**config.mk**
```make
export PLATFORM = sky130hd
export DESIGN_NAME = chess_clock_core
export DESIGN_NICKNAME = d
export VERILOG_FILES = /design/src/rtl/chess_clock_pkg.sv /design/src/rtl/bcd_mmss_unit.sv /design/src/rtl/chess_clock_core.sv
export SDC_FILE = /design/constraint.sdc
export NUM_CORES = 1
export LEC_CHECK = 0
export ABC_CLOCK_PERIOD_IN_PS = 12950
export BUFFER_PORTS_ARGS = -buffer_cell sky130_fd_sc_hd__clkbuf_2
export CELL_PAD_IN_SITES_DETAIL_PLACEMENT = 1
export CELL_PAD_IN_SITES_GLOBAL_PLACEMENT = 1
export CORE_ASPECT_RATIO = 0.7
export CORE_MARGIN = 2
export CORE_UTILIZATION = 46
export DETAILED_ROUTE_END_ITERATION = 7
export HOLD_SLACK_MARGIN = 0.08
export PLACE_DENSITY = 0.91
export SYNTH_ARGS = -nofsm -noshare
export SYNTH_HDL_FRONTEND = slang
export SYNTH_HIERARCHICAL = 1
export SYNTH_SLANG_ARGS = --single-unit
```
**constraint.sdc**
```tcl
create_clock -name CLK -period 12.95 [get_ports CLK]
set_input_delay 2.59 -clock CLK [delete_from_list [all_inputs] [get_ports CLK]]
set_output_delay 2.59 -clock CLK [all_outputs]
set_load 0.05 [all_outputs]
```
**src/rtl/chess_clock_pkg.sv**
```systemverilog
// Shared types and BCD helpers for the chess clock core.
// Times are packed mm:ss BCD words {m10,m1,s10,s1}.
package chess_clock_pkg;

  typedef enum logic [1:0] {
    IDLE    = 2'd0,
    RUN     = 2'd1,
    PAUSE   = 2'd2,
    FLAGGED = 2'd3
  } state_t;

  localparam logic [15:0] BCD_MAX  = 16'h9959;
  localparam logic [15:0] BCD_ZERO = 16'h0000;

  function automatic logic [7:0] bcd2_to_bin(input logic [7:0] b);
    return 8'(b[7:4]) * 8'd10 + 8'(b[3:0]);
  endfunction

  // Only meaningful for values 0..99.
  function automatic logic [7:0] bin_to_bcd2(input logic [7:0] v);
    logic [7:0] tens;
    logic [7:0] ones;
    tens = v / 8'd10;
    ones = v - tens * 8'd10;
    return {tens[3:0], ones[3:0]};
  endfunction

endpackage

```
**src/rtl/bcd_mmss_unit.sv**
```systemverilog
// Combinational mm:ss arithmetic for the running player.
// Decrements by one second, then optionally adds a saturating increment.
module bcd_mmss_unit
  import chess_clock_pkg::*;
(
  input  logic [15:0] time_in,
  input  logic        dec_en,
  input  logic [7:0]  inc,
  output logic [15:0] dec_out,
  output logic        dec_zero,
  output logic [15:0] add_out
);

  logic [3:0]  m10, m1, s10, s1;
  logic [15:0] add_base;
  logic [7:0]  sec_sum;
  logic [7:0]  min_sum;

  assign m10 = time_in[15:12];
  assign m1  = time_in[11:8];
  assign s10 = time_in[7:4];
  assign s1  = time_in[3:0];

  // A time already at zero stays at zero so the caller can flag it directly.
  always_comb begin
    dec_out = time_in;
    if (time_in == BCD_ZERO) begin
      dec_out = BCD_ZERO;
    end else if (s1 != 4'd0) begin
      dec_out[3:0] = s1 - 4'd1;
    end else begin
      dec_out[3:0] = 4'd9;
      if (s10 != 4'd0) begin
        dec_out[7:4] = s10 - 4'd1;
      end else begin
        dec_out[7:4] = 4'd5;
        if (m1 != 4'd0) begin
          dec_out[11:8] = m1 - 4'd1;
        end else begin
          dec_out[11:8]  = 4'd9;
          dec_out[15:12] = m10 - 4'd1;
        end
      end
    end
  end

  assign dec_zero = (dec_out == BCD_ZERO);

  // The increment builds on the decremented value when both happen together.
  always_comb begin
    add_base = dec_en ? dec_out : time_in;
    sec_sum  = bcd2_to_bin(add_base[7:0]) + bcd2_to_bin(inc);
    min_sum  = bcd2_to_bin(add_base[15:8]);
    if (sec_sum >= 8'd60) begin
      sec_sum = sec_sum - 8'd60;
      min_sum = min_sum + 8'd1;
    end
    if (min_sum > 8'd99 || sec_sum > 8'd59) begin
      add_out = BCD_MAX;
    end else begin
      add_out = {bin_to_bcd2(min_sum), bin_to_bcd2(sec_sum)};
    end
  end

endmodule

```
**src/rtl/chess_clock_core.sv**
```systemverilog
// N-player chess clock: per-player mm:ss countdown, turn passing on SELECT
// rising edges, Fischer increment, flag detection and runtime preset load.
module chess_clock_core
  import chess_clock_pkg::*;
#(
  parameter int          PLAYERS  = 2,
  parameter int          PW       = 1,
  parameter logic [15:0] INIT_BCD = 16'h0500,
  parameter bit          INC_EN   = 1'b1
) (
  input  logic                   CLK,
  input  logic                   CLR,
  input  logic                   CE,
  input  logic                   SELECT,
  input  logic                   STOP,
  input  logic                   Set_Impulse,
  input  logic [15:0]            SET_BCD,
  input  logic [7:0]             INC_BCD,
  output logic [16*PLAYERS-1:0]  time_bcd,
  output logic [PW-1:0]          active,
  output logic [PLAYERS-1:0]     flag,
  output logic                   running
);

  state_t             state;
  logic               sel_q;
  logic               sel_edge;
  logic [15:0]        times [PLAYERS];
  logic [15:0]        cur_time;
  logic [PLAYERS-1:0] act_onehot;
  logic [PW-1:0]      next_active;
  logic [15:0]        dec_out;
  logic               dec_zero;
  logic [15:0]        add_out;
  logic [15:0]        upd_val;

  assign sel_edge = SELECT & ~sel_q;

  // Select the running player's time without indexing past PLAYERS.
  always_comb begin
    cur_time   = BCD_ZERO;
    act_onehot = '0;
    for (int p = 0; p < PLAYERS; p++) begin
      if (active == PW'(p)) begin
        cur_time      = times[p];
        act_onehot[p] = 1'b1;
      end
    end
  end

  always_comb begin
    if (active == PW'(PLAYERS - 1)) next_active = '0;
    else                            next_active = active + PW'(1);
  end

  always_comb begin
    time_bcd = '0;
    for (int p = 0; p < PLAYERS; p++) begin
      time_bcd[16*p +: 16] = times[p];
    end
  end

  bcd_mmss_unit u_bcd (
    .time_in  (cur_time),
    .dec_en   (CE),
    .inc      (INC_BCD),
    .dec_out  (dec_out),
    .dec_zero (dec_zero),
    .add_out  (add_out)
  );

  always_comb begin
    upd_val = cur_time;
    if (CE)                upd_val = dec_out;
    if (sel_edge && INC_EN) upd_val = add_out;
  end

  // Reloading to IDLE also returns active to player 0, matching reset.
  always_ff @(posedge CLK) begin
    if (CLR) begin
      state   <= IDLE;
      sel_q   <= 1'b0;
      active  <= '0;
      flag    <= '0;
      running <= 1'b0;
      for (int p = 0; p < PLAYERS; p++) times[p] <= INIT_BCD;
    end else begin
      sel_q <= SELECT;
      case (state)
        IDLE: begin
          if (Set_Impulse) begin
            for (int p = 0; p < PLAYERS; p++) times[p] <= SET_BCD;
          end
          if (sel_edge) begin
            state   <= RUN;
            active  <= '0;
            running <= 1'b1;
          end
        end
        RUN: begin
          if (STOP) begin
            state   <= PAUSE;
            running <= 1'b0;
          end else if (CE && dec_zero) begin
            for (int p = 0; p < PLAYERS; p++) begin
              if (act_onehot[p]) times[p] <= dec_out;
            end
            flag    <= flag | act_onehot;
            state   <= FLAGGED;
            running <= 1'b0;
          end else if (CE || sel_edge) begin
            for (int p = 0; p < PLAYERS; p++) begin
              if (act_onehot[p]) times[p] <= upd_val;
            end
            if (sel_edge) active <= next_active;
          end
        end
        PAUSE: begin
          if (Set_Impulse) begin
            for (int p = 0; p < PLAYERS; p++) times[p] <= SET_BCD;
            flag    <= '0;
            active  <= '0;
            state   <= IDLE;
            running <= 1'b0;
          end else if (!STOP) begin
            state   <= RUN;
            running <= 1'b1;
          end
        end
        FLAGGED: begin
          if (Set_Impulse) begin
            for (int p = 0; p < PLAYERS; p++) times[p] <= SET_BCD;
            flag    <= '0;
            active  <= '0;
            state   <= IDLE;
            running <= 1'b0;
          end
        end
        default: begin
          state   <= IDLE;
          running <= 1'b0;
        end
      endcase
    end
  end

endmodule

```
* Word level (Yosys, flattened, before mapping)
Memories as Yosys holds them, arrays and structs flattened.
Cells that the tools add are included.
** Operators by class
- $add $sub $neg :: 13
- Multiply operators :: 5
- Divide/modulo/power cells :: 2
- $lt $le $gt $ge :: 3
- Equality and inequality tests :: 13
- Mux-type cells :: 84
- Bitwise operators :: 13
- Reduce and logical (&&, ||, !) cells :: 14
** Operator list (count)
- $mux W16 :: 15
- $mux W1 :: 49
- $logic_not A16 Y1 :: 2
- $add A8 B4 Y8 :: 3
- $mux W8 :: 3
- $mul A4 B3 Y7 const B :: 3
- $div A8 B4 Y8 const B :: 2
- $mul A8 B3 Y3 const B :: 2
- $mux W2 :: 8
- $mux W4 :: 4
- $sub A4 B1 Y4 const B :: 4
- $ne A2 B2 Y1 const B :: 7
- $mux W12 :: 1
- $reduce_bool A4 Y1 :: 3
- $or A1 B1 Y1 :: 10
- $add A8 B1 Y8 const B :: 1
- $add A8 B8 Y8 :: 1
- $ge A8 B6 Y1 const B :: 1
- $gt A8 B6 Y1 const B :: 1
- $gt A8 B7 Y1 const B :: 1
- $pmux W2 S4 :: 1
- $reduce_and A4 Y1 :: 2
- $sub A4 B4 Y4 :: 2
- $sub A8 B6 Y8 const B :: 1
- other kinds (17) :: 20
** Word-level totals
- Flip-flop bits (word level) :: 7
- Memory bits (writable) :: 32
- Input bits :: 30
- Output and inout bits :: 36
- Word-level logic and storage cells :: 153
- Memories kept :: 1
** Memory list
- times :: depth 2, width 16, read ports 2, clocked after memory_dff 0, write ports 2, line chess_clock_core.sv:28 : logic [15:0] times [PLAYERS];

* Depth between registers and ports, before layout
An unclocked memory read counts as a cell.
- Depth after elaboration :: 21
- Gate-level depth with buffers :: 51
- Gate-level depth less buffers :: 49

* Modules after synthesis
The synthesis kept the hierarchy.
** Modules (own cells, without submodules)
- bcd_mmss_unit :: times used 1, cells each 515, area each 3627.2 µm², sequential area each 0.0 µm²
- chess_clock_core :: times used 1, cells each 193, area each 2167.1 µm², sequential area each 1101.1 µm²

* Least setup slack after synthesis
Ideal clock, no wire load.
- Path type :: in2reg
- Start point :: input CE
- End point :: memory times[1][3] (netlist: times[0][19]) (data pin)
- Setup time :: 265 ps
- Arrival time :: 10823 ps
- Required time :: 12685 ps
- Setup slack :: 1862 ps
- Stages :: 38
- Buffers on the path :: 3
- Cell sequence :: buf_1 clkbuf_1 nor2_1 a21oi_1 ha_1 ha_1 fa_1 ha_1 ha_1 ha_1 clkbuf_1 o21ai_0 nor2_1 nor4_1 nor4_2 a21oi_2 a31o_2 inv_2 [... 2 more ...] a311o_1 a2111o_1 and2_1 o21ai_0 inv_1 ha_1 and2_0 o32ai_2 ha_1 fa_1 xnor2_1 nor3_1 a311o_1 xor2_1 nand2b_1 nand2_1 a21oi_1 a221o_1
** RTL lines
- start, declared :: line chess_clock_core.sv:13 : input logic CE,
- end, declared :: line chess_clock_core.sv:28

==> results.cfg <==
[finish]
final_cell_mix = nand2_1, nor2_1, clkbuf_2
syn_to_final_growth_pct = 11.0
final_common_cell = nand2_1
fin_area_um2 = 6430
utilization_pct = 52.2
drive_gt1_share_pct = 18.8
fillers = 1549
fin_nets = 839
diodes = 0

[sta]
holdWs_ps = 483
period_share_pct = 94.5
fin_skew_ps = 7.26
hold_viol_final = 0
max_freq_mhz = 81.7
finalWorstSetupSlack_ps = 711
final-setup-viol-count = 0
slew_violations = 0
worst_pin_slew_ps = 1190
relSlewSlack_pct = 18.7
period_needed_ps = 12240

[floorplan]
ios = 66
start_util_pct = 47.0
coreArea_um2 = 12300
die_area_um2 = 13500
row_count = 34
die_w_um = 138
die_y_um = 97.9

[global_routing]
grt_max_degree = 41
grtUsageTotal_pct = 29.8
antenna_found_initial = 0
grt_pass1_wl_mm = 33.0
grt-ovfl-total = 0
grt_pass1_vias = 6305

[worst_setup_path]
critPathMostFrequentCell = ha_1
critical_path_peak_fanout = 13
start_kind = flip-flop
path_buf_inv = 5
crit_family = adder cells
worst_r2r_path_depth = 44
cp_slowest_cell = or4b_1
worst_ep_required_time_ps = 12980
cp-end-kind = flip-flop
ff2ff_setup_slack_ps = 710
r2r_start = active
cp_num_cells = 44
cpPeakStageDelay_ps = 700
crit_type = flip-flop to flip-flop
critPathArrivalTime_ps = 12270
startpoint = active

[cts]
cts_tree = done
clockBufferDepth = 2
cts_max_level = 2
clkSinkCount = 39
postCtsHoldBufs = 0
cts_buffers = 5
clk_pin_slew_ps = 70
cts-root-buf = clkbuf_16
clock_latency_ps = 300

[worst_hold_path]
min_from = running
whs_path_depth = 2
hp-class = flip-flop to flip-flop

[placement]
place_congestion = 0.880
io_buffers = 65
place_ws_ps = 699
hpwl_mm = 15.3
placed_cell_area_um2 = 6210

[routing]
ant_nets = 0
wl_met3_mm = 1.27
drt_wl_total_mm = 20.4
route.layer.met1.wl_mm = 8.96
routedWlPerCell_um = 22.2
viasPerCell = 6.57
top_layer_used = met4
drt-initial-drc-count = 587
first_pass_iters = 5
wl_met2_mm = 9.52
drc = 0
routed-via-count = 6055

[yosys]
yosysWarningCount = 6
synth-edff-count = 32
syn_area_um2 = 5790
synth_seq_cells = 39
netlist_instances = 708
ys_seq_area_share_pct = 19.0
syn_nets = 789
post_synth.cell_area_avg_um2 = 8.18
yosysUniqueCellTypes = 92
postSynth.asyncResetShare_pct = 0
synth_flop_cell = edfxtp_1

[flow_run]
maxCapViolations = 0

[run_status]
status = completed
[final timing paths]
kind | endpoint
setup / recovery | times[0][3]
setup reg to reg | times[0][3]
hold reg to reg | running
hold / removal | running
[synth_stat cells, drive strengths merged, types with 13 or more instances]
library cell   n  area, µm²
a211oi        15        123
xnor2         17        156
mux2i         14        140
clkbuf        15       56.3
a21oi         57        297
o211ai        17        128
ha            38        475
a221o         15        156
inv           48        180
nand2b        29        181
fa            13        260
xor2          16        140
o21ai         24        120
nand2         66        248
buf           15        100
edfxtp        32        961
nor2          66        250
mux2          23        259
nand3         14       70.1
nor3          14       86.3
[registers in the layout, summed over array words and instances, names as in the netlist]
name / count
state: 2
sel_q: 1
times: 32
running: 1
active: 1
flag: 2
[worst register-to-register path: cells and delay by family, from the launching register on]
kind	cells	cell delay [ps]
AO/OA/AOI/OAI	12	3140
XOR/XNOR	2	470
adder cells (fa/ha/maj)	9	3150
buffers and inverters	5	440
flip-flops	1	560
multiplexers	3	1130
AND/OR/NAND/NOR	13	3070
[metal layers]
layer / vias up / GRT usage (%)
met2: 257 / 49.5
met4: 0 / 11.3
met3: 48 / 4.12
met5: - / 0
met1: 3013 / 39.9
li1: 2737 / -
[area by class of cell]
cell class                 instances  area, µm²  share of cell area, %
clock buffer                       5        125                   1.94
inverter                          48        180                   2.80
sequential                        39       1100                   17.1
tap                              162        203                   3.15
timing repair buffer              73        385                   5.99
multi-input combinational        591       4400                   68.3
clock inverter                     3       43.8                  0.681
[metrics by stage]
stage	cells	setup TNS, ps
6_report	921	0
5_1_grt	921	-49.1
4_1_cts	919	0
3_5_place_dp	911	0
3_3_place_gp	911	0
2_1_floorplan	708	0
[logic make-up (layout without fill, tap and decap cells)]
family	count (synthesis)	in the layout	share of synthesized area, %
adders and majority gates	52	52	12.9
AOI/OAI and AO/OA	210	210	27.2
xor gates and xnor gates	33	33	5.12
buffers and inverters	78	129	5.81
muxes	37	37	6.89
and+or+nand+nor	258	258	23.1
other	1	1	0.0647
DFF	39	39	19.0
[what timing repair did]
action,4_1_cts,5_1_grt
gates resized for setup,0,5
buffers inserted,0,2
setup endpoints to repair,0,2
Power is not shown: default switching activity piles up to over one toggle a cycle in this logic, so the estimate is an artifact.
